==> src/rtl/iterative_mul_x_unit_pkg.sv <==
// Shared types and widths for the iterative multiply execute pipe.
// Holds the ISA micro-op encoding plus the register/metadata field widths.
package iterative_mul_x_unit_pkg;

    localparam int unsigned XLEN          = 32;
    localparam int unsigned REG_ADDR_W    = 5;
    localparam int unsigned PREG_W        = 6;
    localparam int unsigned SEQ_NUM_W_DEF = 8;

    typedef enum logic [3:0] {
        OP_ADD  = 4'd0,
        OP_SUB  = 4'd1,
        OP_AND  = 4'd2,
        OP_OR   = 4'd3,
        OP_XOR  = 4'd4,
        OP_MUL  = 4'd5
    } rv_uop;

endpackage

==> src/rtl/iterative_mul_x_unit_mul_step.sv <==
// One combinational shift-add step of the multiplier.
// Retires p_bits_per_cycle multiplier bits; all results wrap at 32 bits.
module iterative_mul_x_unit_mul_step
    import iterative_mul_x_unit_pkg::*;
#(
    parameter int unsigned p_bits_per_cycle = 1
) (
    input  logic [XLEN-1:0] acc_i,
    input  logic [XLEN-1:0] mcand_i,
    input  logic [XLEN-1:0] mplier_i,
    output logic [XLEN-1:0] acc_o,
    output logic [XLEN-1:0] mcand_o,
    output logic [XLEN-1:0] mplier_o
);

    always_comb begin
        acc_o = acc_i;
        for (int i = 0; i < int'(p_bits_per_cycle); i++) begin
            if (mplier_i[i]) begin
                acc_o = acc_o + (mcand_i << i);
            end
        end
        mcand_o  = mcand_i << p_bits_per_cycle;
        mplier_o = mplier_i >> p_bits_per_cycle;
    end

endmodule

==> src/rtl/iterative_mul_x_unit.sv <==
// Iterative shift-add RV32M mul execute pipe with early termination.
// One op in flight; results held in DONE until writeback accepts them.
module iterative_mul_x_unit
    import iterative_mul_x_unit_pkg::*;
#(
    parameter int unsigned p_bits_per_cycle = 1,
    parameter int unsigned p_seq_num_bits   = SEQ_NUM_W_DEF
) (
    input  logic                      clk,
    input  logic                      rst,
    input  logic                      d_val_i,
    input  logic [XLEN-1:0]           d_pc_i,
    input  logic [XLEN-1:0]           d_op1_i,
    input  logic [XLEN-1:0]           d_op2_i,
    input  rv_uop                     d_uop_i,
    input  logic [REG_ADDR_W-1:0]     d_waddr_i,
    input  logic [p_seq_num_bits-1:0] d_seq_num_i,
    input  logic [PREG_W-1:0]         d_preg_i,
    input  logic [PREG_W-1:0]         d_ppreg_i,
    output logic                      d_rdy_o,
    output logic                      w_val_o,
    output logic [XLEN-1:0]           w_pc_o,
    output logic [p_seq_num_bits-1:0] w_seq_num_o,
    output logic [REG_ADDR_W-1:0]     w_waddr_o,
    output logic [XLEN-1:0]           w_wdata_o,
    output logic                      w_wen_o,
    output logic [PREG_W-1:0]         w_preg_o,
    output logic [PREG_W-1:0]         w_ppreg_o,
    input  logic                      w_rdy_i
);

    localparam int unsigned N     = XLEN / p_bits_per_cycle;
    localparam int unsigned CNT_W = $clog2(N) + 1;
    localparam logic [CNT_W-1:0] N_CNT = CNT_W'(N);

    typedef enum logic [1:0] {
        IDLE = 2'd0,
        CALC = 2'd1,
        DONE = 2'd2
    } state_e;

    state_e                      state_q;
    logic [XLEN-1:0]             acc_q, mcand_q, mplier_q;
    logic [XLEN-1:0]             acc_d, mcand_d, mplier_d;
    logic [CNT_W-1:0]            cnt_q, cnt_d;
    logic [XLEN-1:0]             pc_q;
    logic [REG_ADDR_W-1:0]       waddr_q;
    logic [p_seq_num_bits-1:0]   seq_num_q;
    logic [PREG_W-1:0]           preg_q, ppreg_q;
    logic                        accept;

    // Every uop is executed as mul, so the opcode is never inspected.
    iterative_mul_x_unit_mul_step #(
        .p_bits_per_cycle (p_bits_per_cycle)
    ) u_step (
        .acc_i    (acc_q),
        .mcand_i  (mcand_q),
        .mplier_i (mplier_q),
        .acc_o    (acc_d),
        .mcand_o  (mcand_d),
        .mplier_o (mplier_d)
    );

    assign cnt_d  = cnt_q + 1'b1;
    assign accept = d_val_i & d_rdy_o;

    // DONE forwards writeback readiness so a new op can enter without a bubble.
    assign d_rdy_o = rst & ((state_q == IDLE) | ((state_q == DONE) & w_rdy_i));

    always_ff @(posedge clk or negedge rst) begin
        if (!rst) begin
            state_q   <= IDLE;
            acc_q     <= '0;
            mcand_q   <= '0;
            mplier_q  <= '0;
            cnt_q     <= '0;
            pc_q      <= '0;
            waddr_q   <= '0;
            seq_num_q <= '0;
            preg_q    <= '0;
            ppreg_q   <= '0;
        end else if (accept) begin
            state_q   <= CALC;
            acc_q     <= '0;
            mcand_q   <= d_op1_i;
            mplier_q  <= d_op2_i;
            cnt_q     <= '0;
            pc_q      <= d_pc_i;
            waddr_q   <= d_waddr_i;
            seq_num_q <= d_seq_num_i;
            preg_q    <= d_preg_i;
            ppreg_q   <= d_ppreg_i;
        end else begin
            case (state_q)
                CALC: begin
                    acc_q    <= acc_d;
                    mcand_q  <= mcand_d;
                    mplier_q <= mplier_d;
                    cnt_q    <= cnt_d;
                    if ((mplier_d == '0) || (cnt_d == N_CNT)) begin
                        state_q <= DONE;
                    end
                end
                DONE: begin
                    if (w_rdy_i) begin
                        state_q <= IDLE;
                    end
                end
                default: state_q <= IDLE;
            endcase
        end
    end

    assign w_val_o     = (state_q == DONE);
    assign w_wdata_o   = acc_q;
    assign w_wen_o     = (waddr_q != '0);
    assign w_pc_o      = pc_q;
    assign w_seq_num_o = seq_num_q;
    assign w_waddr_o   = waddr_q;
    assign w_preg_o    = preg_q;
    assign w_ppreg_o   = ppreg_q;

endmodule

==> config.mk <==
export PLATFORM = sky130hd
export DESIGN_NAME = iterative_mul_x_unit
export DESIGN_NICKNAME = d
export VERILOG_FILES = /design/src/rtl/iterative_mul_x_unit_pkg.sv /design/src/rtl/iterative_mul_x_unit_mul_step.sv /design/src/rtl/iterative_mul_x_unit.sv
export SDC_FILE = /design/constraint.sdc
export NUM_CORES = 1
export LEC_CHECK = 0
export BUFFER_PORTS_ARGS = -buffer_cell sky130_fd_sc_hd__buf_4
export CAP_MARGIN = 15
export CORE_MARGIN = 2
export CORE_UTILIZATION = 36
export DETAILED_ROUTE_END_ITERATION = 8
export PLACE_DENSITY = 0.61
export SLEW_MARGIN = 10
export SYNTH_ARGS = -nofsm -noshare
export SYNTH_HDL_FRONTEND = slang
export SYNTH_SLANG_ARGS = --single-unit
==> constraint.sdc <==
create_clock -name clk -period 6.1 [get_ports clk]
set_input_delay 0 -clock clk [delete_from_list [all_inputs] [get_ports clk]]
set_output_delay 0 -clock clk [all_outputs]
set_load 0.02 [all_outputs]
== Word level (Yosys, flattened, before mapping) ==
Index checks and enable logic that the tools add are counted.

* Equal/unequal tests: 5
* $add $sub $neg: 2
* Reduce and logical (&&, ||, !) cells: 8
* Multiplexer cells: 13
* Divide/modulo/power cells: 0
* Order comparisons: 0
* Multiply operators: 0
* Shifts and indexed selects: 0
* Bitwise gates (word level): 4

{| class="wikitable"
|+ Operator list
! cell !! count
|-
| $mux W32 || 7
|-
| $add A32 B32 Y32 || 1
|-
| $logic_not A32 Y1 || 1
|-
| $mux W6 || 2
|-
| $add A6 B1 Y6 const B || 1
|-
| $eq A6 B6 Y1 const B || 1
|-
| $mux W2 || 3
|-
| $reduce_bool A5 Y1 || 1
|-
| $pmux W2 S2 || 1
|-
| $reduce_and A2 Y1 || 2
|-
| $reduce_bool A2 Y1 || 2
|-
| $and A1 B1 Y1 || 3
|-
| $ne A3 B1 Y1 const B || 1
|-
| $ne A3 B3 Y1 const B || 1
|-
| $eq A2 B1 Y1 const B || 1
|-
| $eq A2 B2 Y1 const B || 1
|-
| $logic_not A2 Y1 || 1
|-
| $logic_or A1 B1 Y1 || 1
|-
| $or A1 B1 Y1 || 1
|}

* Output and inout bits: 92
* Register bits after elaboration: 161
* Word-level logic and storage cells: 42
* Latch bits: 0
* Memories kept: 0
* Input bits: 129
* ROM bits: 0
* Bits in writable memories: 0

== Longest topological paths before layout ==
Gate-level depths: netlist of the first run.

* Word-level depth: 7
* Mapped depth: 11
* Depth with buffers taken out: 11

== Hierarchy ==
A second synthesis of the first run with hierarchy kept.

* Cells, all modules: 985
* Area, all modules: 9370.2 µm²

{| class="wikitable"
|+ Modules (own cells, without submodules)
! module !! cells an instance !! times used !! area an instance (µm²)
|-
| iterative_mul_x_unit || 599 || 1 || 6653.9
|-
| iterative_mul_x_unit_mul_step || 386 || 1 || 2716.4
|}

== Worst setup path before layout of the first run ==
No wires, ideal clock.

* Path type: register to register
* From: reg acc_q[0] (netlist: w_wdata_o[0])
* To: reg acc_q[30] (netlist: w_wdata_o[30])
* Stages on the path, launching flop included: 12
* Arrival: 2.652 ns
* Setup time: 0.135 ns
* Buffers on the path: 0
* Slack: 3.313 ns
* Path through: dfrtp_1 > ha_1 > fa_1 > a211oi_1 > o21ai_1 > a31oi_1 > or2_1 > o31a_4 > o21ai_4 > a41oi_2 > mux2i_1 > o311ai_1

* Cells in the longest elaborated chain, start to end: 4

{| class="wikitable"
|+ RTL lines
! item !! RTL line !! source
|-
| start: declaration || iterative_mul_x_unit.sv:43 || <nowiki>logic [XLEN-1:0] acc_q, mcand_q, mplier_q;</nowiki>
|-
| start signal: assignment || iterative_mul_x_unit.sv:73 || <nowiki>acc_q <= '0;</nowiki>
|-
| start signal: assignment || iterative_mul_x_unit.sv:84 || <nowiki>acc_q <= '0;</nowiki>
|-
| start signal: assignment || iterative_mul_x_unit.sv:96 || <nowiki>acc_q <= acc_d;</nowiki>
|-
| $add A32 B32 Y32 || iterative_mul_x_unit_mul_step.sv:20 || <nowiki>acc_o = acc_o + (mcand_i << i);</nowiki>
|-
| $mux W32 || iterative_mul_x_unit_mul_step.sv:19 || <nowiki>if (mplier_i[i]) begin</nowiki>
|-
| $mux W32 || iterative_mul_x_unit.sv:94 || <nowiki>case (state_q)</nowiki>
|-
| $mux W32 || iterative_mul_x_unit.sv:82 || <nowiki>end else if (accept) begin</nowiki>
|}

No other way between the ends. The select of a mux whose other input is x is not followed.
A chain may end at the register's enable or synchronous reset.

== Final worst setup path of the first run ==
* From: reg mcand_q[0]
* To: reg acc_q[30] (netlist: w_wdata_o[30])

* Cells in the longest elaborated chain, start to end: 4

{| class="wikitable"
|+ RTL lines
! item !! RTL line !! source
|-
| start: declaration || iterative_mul_x_unit.sv:43 ||
|-
| start signal: assignment || iterative_mul_x_unit.sv:85 || <nowiki>mcand_q <= d_op1_i;</nowiki>
|-
| start signal: assignment || iterative_mul_x_unit.sv:97 || <nowiki>mcand_q <= mcand_d;</nowiki>
|-
| $add A32 B32 Y32 || iterative_mul_x_unit_mul_step.sv:20 ||
|-
| $mux W32 || iterative_mul_x_unit_mul_step.sv:19 ||
|-
| $mux W32 || iterative_mul_x_unit.sv:94 ||
|-
| $mux W32 || iterative_mul_x_unit.sv:82 ||
|}

No other way between the ends. The select of a mux whose other input is x is not followed.

==> flow_metrics.py, run 1 <==
metrics = {
    "clock_tree": {
        "cts.path.max_buffers": 2,
        "numClockSinks": 161,
        "cts_tree": "built",
        "cts_max_level": 4,
        "cts_buffers": 17,
        "postCtsResizedCells": 0,
        "cts.root.buffer_cell": "clkbuf_16",
        "insertion_delay_ns": 0.43,
        "path_clk_slew_ns": 0.07,
    },
    "global_route": {
        "grt_pass1_vias": 7546,
        "grt_max_degree": 91,
        "track_usage_pct": 19.8,
        "grt_first_pass_wirelength_um": 38400,
        "gr-total-overflow": 0,
        "grt_antenna_before_repair": 0,
    },
    "critical_path": {
        "cp-start-kind": "flop",
        "crit_slowest_cell": "fa_1",
        "crit_required_ns": 6.36,
        "crit_path_max_incr_delay_ns": 0.44,
        "critPathArrivalTime_ns": 3.36,
        "worstPathMaxFanout": 5,
        "crit_buf_inv": 0,
        "critPathTopFamily": "compound AO/OA/AOI/OAI gates",
        "path_cells": "ha_1 > fa_1 > a211oi_1 > o21ai_1 > a31oi_1 > or2_1 > o31a_4 > o21ai_4 > a41oi_2 > mux2i_1 > o311ai_1",
        "crit_type": "flop to flop",
        "crit_path_end_kind": "flop",
    },
    "floorplan": {
        "io_pins": 221,
        "dieHeight_um": 155,
        "dieArea_um2": 23900,
        "initial_utilization_pct": 36.3,
        "die_w_um": 155,
        "std_cell_rows": 55,
        "coreArea_um2": 22400,
    },
    "power_and_ir_drop": {
        "peakVddDrop_mv": 0.411,
        "p_per_area_nw_per_um2": 467,
        "power_uw": 5510,
        "leakagePower_uw": 0.00601,
    },
    "drt": {
        "drtIter0Drc": 529,
        "drc": 0,
        "wirelength_um": 23800,
        "drt_pass1_iterations": 5,
        "ant_nets": 0,
        "wire_per_inst_um": 15.6,
        "vias_per_cell": 5.03,
        "route.vias.total": 7687,
    },
    "yosys": {
        "synth.distinct_cells": 58,
        "synth-edff-count": 0,
        "synthSimpleGateAreaFrac_pct": 22.0,
        "yosys_register_bits": 161,
        "synth_top_family_by_area": "simple AND/OR/NAND/NOR gates",
        "synthMuxAreaShare_pct": 0.368,
        "synthAdderAreaFrac_pct": 5.16,
        "synth-xor-area-share_pct": 3.11,
        "ys_warn_count": 0,
        "synth_seq_area_share_pct": 49.4,
        "syn_area_per_cell_um2": 8.88,
        "syn_area_um2": 8150,
        "synth_compound_area_share_pct": 16.8,
        "async_flop_share_pct": 100,
        "synth_top_flop_cell": "dfrtp_1",
        "synth_cells": 918,
        "syn-num-nets": 1080,
    },
    "job": {
        "drv_cap": 0,
    },
    "timing": {
        "period_share_pct": 50.8,
        "fmax_mhz": 322,
        "final_max_slew_viol_count": 0,
        "slew_headroom_pct": 26.5,
        "max_slew.worst_pin.slew_ns": 1.10,
        "min_period_ns": 3.10,
        "finalSetupViolations": 0,
        "grt_setup_unrepaired": "false",
        "finClkSkew_ns": 0.0167,
        "hold_viol_final": 0,
        "tns_ns": 0,
    },
    "layout": {
        "fin_cells": 1527,
        "final_nets": 1391,
        "layout-drive-gt1-share_pct": 22.1,
        "antenna_cells": 0,
        "syn2layout_area_growth_pct": 44.7,
        "final_area_um2": 11800,
        "post-route-util_pct": 52.6,
    },
    "placed_design": {
        "gp_congestion": 0.816,
        "hpwl_um": 15300,
        "place_area_um2": 9960,
        "dp_cells": 1372,
        "port_buffers": 216,
    },
    "status": {
        "status": "finished, final reports clean",
    },
    "hold_path": {
        "hp-class": "input pin to asynchronous set/reset pin",
    },
}
## area by class of cell
cell class	count	area [um^2]
fillers	2047	10600
flip-flops and latches	161	4030
multi-input cells	699	3890
repair buffers	344	2890
clock buffers	17	425
well taps	285	357
clock inverters	15	180
inverters	6	22.5
## cells in the final DEF (no fill, tap or decap), drive strengths merged, types with 3 or more instances in the layout
| cell | n |
|---|---|
| a22oi | 62 |
| a21o | 17 |
| nand4 | 9 |
| dlygate4sd3 | 123 |
| nand2b | 5 |
| clkbuf | 17 |
| dfrtp | 161 |
| o21bai | 5 |
| a211oi | 6 |
| nor2 | 18 |
| o21a | 3 |
| buf | 221 |
| o211ai | 4 |
| ha | 32 |
| mux2i | 3 |
| and3 | 3 |
| nand2 | 331 |
| nor3 | 7 |
| xnor2 | 12 |
| nand3 | 43 |
| a21oi | 27 |
| clkinv | 5 |
| xor2 | 17 |
| nor2b | 3 |
| a31oi | 5 |
| inv | 15 |
| nor4 | 7 |
| o21ai | 58 |
## sequential cells by signal (all words and copies together) (netlist names), 6 cells and up
register	cells
w_pc_o	32
mplier_q	32
w_wdata_o	32
w_preg_o	6
mcand_q	32
cnt_q	6
w_seq_num_o	8
w_ppreg_o	6
## cell families after synthesis
| family | after synthesis |
|---|---|
| flops | 161 |
| fa+ha+maj | 33 |
| xor+xnor | 29 |
| buf+inv | 58 |
| compound gates | 200 |
| simple gates | 434 |
| mux | 3 |
## worst paths after layout
kind,startpoint,endpoint,slack (ns),cells past startpoint
max,mcand_q[0],w_wdata_o[30],3.00,11
min,rst,mcand_q[18],0.06,2
max reg2reg,mcand_q[0],w_wdata_o[30],3.00,11
min reg2reg,w_seq_num_o[7],w_seq_num_o[7],0.48,2
max in group asynchronous,rst,w_ppreg_o[1],4.09,4
min in group clk,d_pc_i[29],w_pc_o[29],0.29,4
## cell usage after synthesis (all sizes together) (5+ instances only)
cell type | number | area share (%)
buf | 13 | 0.71
inv | 6 | 0.28
nor4 | 7 | 0.54
xnor2 | 12 | 1.3
o21bai | 5 | 0.46
ha | 32 | 4.9
a22oi | 62 | 5.7
dfrtp | 161 | 49
nor3 | 7 | 0.43
nor2 | 18 | 0.83
xor2 | 17 | 1.8
nand3 | 43 | 2.6
clkbuf | 38 | 2.1
a21oi | 27 | 1.7
a31oi | 5 | 0.46
nand4 | 9 | 0.69
a211oi | 6 | 0.55
nand2b | 5 | 0.38
o21ai | 58 | 3.7
nand2 | 331 | 15
a21o | 17 | 1.6
## through the flow
step,setup slack (ns),hold WS [ns]
after CTS,2.96,0.0752
final,3.00,0.0638
after floorplan,3.31,-0.296
after detailed placement,2.99,-0.0354
after global routing,2.76,0.107
after global placement,3.06,-0.0377
## routing by layer
layer	part of all wire (%)	wire length [um]	track usage [%]
met1	45	10700	26.7
met2	49	11600	32.3
met3	4.2	998	3.84
met4	2.2	527	6.44
met5	0	0	0
## where the power goes
group          switching, uW  total, uW  internal, uW
Clock                    529       1090           558
Combinational           1510       2540          1030
Sequential               358       1890          1530
## worst register-to-register path, delay by kind of cell, from the launching register on
family                   cells  cell delay (ns)
adder cells (fa/ha/maj)      2             0.68
multiplexers                 1             0.21
AND/OR/NAND/NOR              1             0.23
AO/OA/AOI/OAI                7             1.41
flip-flops                   1             0.41
## what timing repair did
item | CTS | global route
hold endpoints to repair | 168 | 0
hold buffers | 123 | 0
setup buffers | 0 | 0
Power figures use the tool's default switching activity.
==> inputs of run 2 (changes only) <==
==> constraint.sdc (replaced) <==
create_clock -name clk -period 3.2 [get_ports clk]
set_input_delay 0 -clock clk [delete_from_list [all_inputs] [get_ports clk]]
set_output_delay 0 -clock clk [all_outputs]
set_load 0.02 [all_outputs]
==> run 2 against run 1 <==
Critical path depth unchanged. Clock skew decreased by 0.0054 ns. Sequential share of layout area is 0.11 points lower. Worst hold slack improved by 0.11 ns. Worst setup slack worse by 2.8 ns. Core utilization increased by 0.17 points. Power rose by 91%. Routed wire length grew 2.0%. Critical endpoint unchanged. Largest cell class unchanged. Highest routed layer unchanged.
==> flow_metrics.py, run 2 (synthesis results as in run 1) <==
metrics = {
    "timing": {
        "final_max_slew_viol_count": 0,
        "hold_viol_final": 0,
        "tns_ns": 0,
        "slew_headroom_pct": 46.2,
        "layout_setup_ws_ns": 0.198,
        "period_share_pct": 93.8,
        "finalSetupViolations": 0,
        "min_period_ns": 3.00,
        "finClkSkew_ns": 0.0114,
        "grt_setup_unrepaired": "false",
        "max_slew.worst_pin.slew_ns": 0.805,
        "fmax_mhz": 333,
    },
    "hold_path": {
        "hold-path-endpoint": "mplier_q[26]",
        "worstHoldPathCells": 5,
        "hp-class": "input pin to flop",
        "min_from": "d_val_i",
    },
    "critical_path": {
        "r2r-start": "w_wdata_o[0]",
        "crit_required_ns": 3.48,
        "cp-start-kind": "flop",
        "critPathArrivalTime_ns": 3.29,
        "r2r_end": "w_wdata_o[30]",
        "crit_type": "flop to flop",
        "reg2regPathDepth": 11,
        "worstPathMaxFanout": 5,
        "crit_path_end_kind": "flop",
        "reg2reg_slack_ns": 0.20,
    },
    "placed_design": {
        "hpwl_um": 16000,
        "pre_cts_ws_ns": 0.195,
        "place_area_um2": 10000,
        "gp_congestion": 0.814,
        "port_buffers": 216,
    },
    "layout": {
        "final_area_um2": 11800,
        "final_common_cell": "nand2_1",
        "antenna_cells": 0,
        "most-common-layout-cells": "nand2_1, buf_4, dfrtp_1",
        "layout-drive-gt1-share_pct": 22.4,
        "syn2layout_area_growth_pct": 45.1,
        "final_nets": 1396,
        "post-route-util_pct": 52.7,
    },
    "drt": {
        "vias_per_cell": 5.05,
        "route.vias.total": 7733,
        "wire_per_inst_um": 15.9,
        "drc": 0,
        "ant_nets": 0,
        "drtIter0Drc": 482,
        "wirelength_um": 24300,
        "drt_pass1_iterations": 7,
    },
    "clock_tree": {
        "hold_buffers": 123,
        "cts.path.max_buffers": 2,
        "post_cts_buffers": 0,
        "path_clk_slew_ns": 0.07,
        "cts.root.buffer_cell": "clkbuf_16",
        "cts_max_level": 4,
        "cts_buffers": 17,
        "cts_tree": "built",
        "postCtsResizedCells": 0,
        "insertion_delay_ns": 0.43,
        "numClockSinks": 161,
    },
    "job": {
        "drv_cap": 0,
    },
    "power_and_ir_drop": {
        "leakagePower_uw": 0.00603,
        "peakVddDrop_mv": 0.420,
        "p_per_area_nw_per_um2": 891,
        "power_uw": 10500,
    },
    "floorplan": {
        "io_pins": 221,
        "die_w_um": 155,
        "initial_utilization_pct": 36.3,
        "std_cell_rows": 55,
        "dieHeight_um": 155,
        "dieArea_um2": 23900,
        "coreArea_um2": 22400,
    },
    "global_route": {
        "grt_first_pass_wirelength_um": 38600,
        "grt_pass1_vias": 7440,
        "grt_antenna_before_repair": 0,
        "grt_max_degree": 126,
        "gr-total-overflow": 0,
        "track_usage_pct": 20.1,
    },
    "status": {
        "status": "finished, final reports clean",
    },
}
run 2: how the worst max path moves through the flow:
| stage | end | start | cells past startpoint | slack [ns] |
|---|---|---|---|---|
| 6_report | w_wdata_o[30] | w_wdata_o[0] | 11 | 0.20 |
| 5_1_grt | w_wdata_o[30] | w_wdata_o[0] | 11 | 0.003 |
| 4_1_cts | w_wdata_o[30] | w_wdata_o[0] | 11 | 0.18 |
| 3_5_place_dp | w_wdata_o[30] | w_wdata_o[0] | 11 | 0.20 |
| 3_3_place_gp | w_wdata_o[30] | w_wdata_o[0] | 11 | 0.26 |
| 2_1_floorplan | w_wdata_o[30] | w_wdata_o[0] | 11 | 0.41 |
run 2: layout make-up:
class                      instances  area, um^2
fill                            2061       10600
sequential                       161        4030
multi-input combinational        699        3890
timing repair buffer             349        2940
clock buffer                      17         425
tap                              285         357
clock inverter                    15         168
inverter                           6        22.5
run 2: report_power, final:
group | internal [uW] | leakage (uW) | switching (uW) | total (uW)
Sequential | 2920 | 0.00205 | 678 | 3590
Clock | 1050 | 0.000292 | 993 | 2040
Combinational | 1980 | 0.00369 | 2930 | 4910
run 2: metal layers:
layer / vias up / routed length (um) / GRT usage [%]
li1: 3798 / - / -
met1: 3712 / 11000 / 27.1
met2: 191 / 11800 / 32.9
met3: 32 / 1020 / 3.59
met4: 0 / 432 / 6.39
met5: - / 0 / 0
run 2: metrics by stage:
step | instances | hold slack (ns)
after floorplan | 918 | -0.296
after global placement | 1377 | 0.189
after detailed placement | 1377 | 0.193
after CTS | 1532 | 0.168
after global routing | 1532 | 0.187
final | 1532 | 0.178
run 2: critical path: stages, from the launching register on:
cell and delay [ns]:
dfrtp_1 0.40, ha_1 0.24, fa_1 0.43, a211oi_1 0.36, o21ai_1 0.12, a31oi_1 0.30, or2_1 0.21, o31a_4 0.21
o21ai_4 0.08, a41oi_2 0.19, mux2i_1 0.19, o311ai_1 0.11
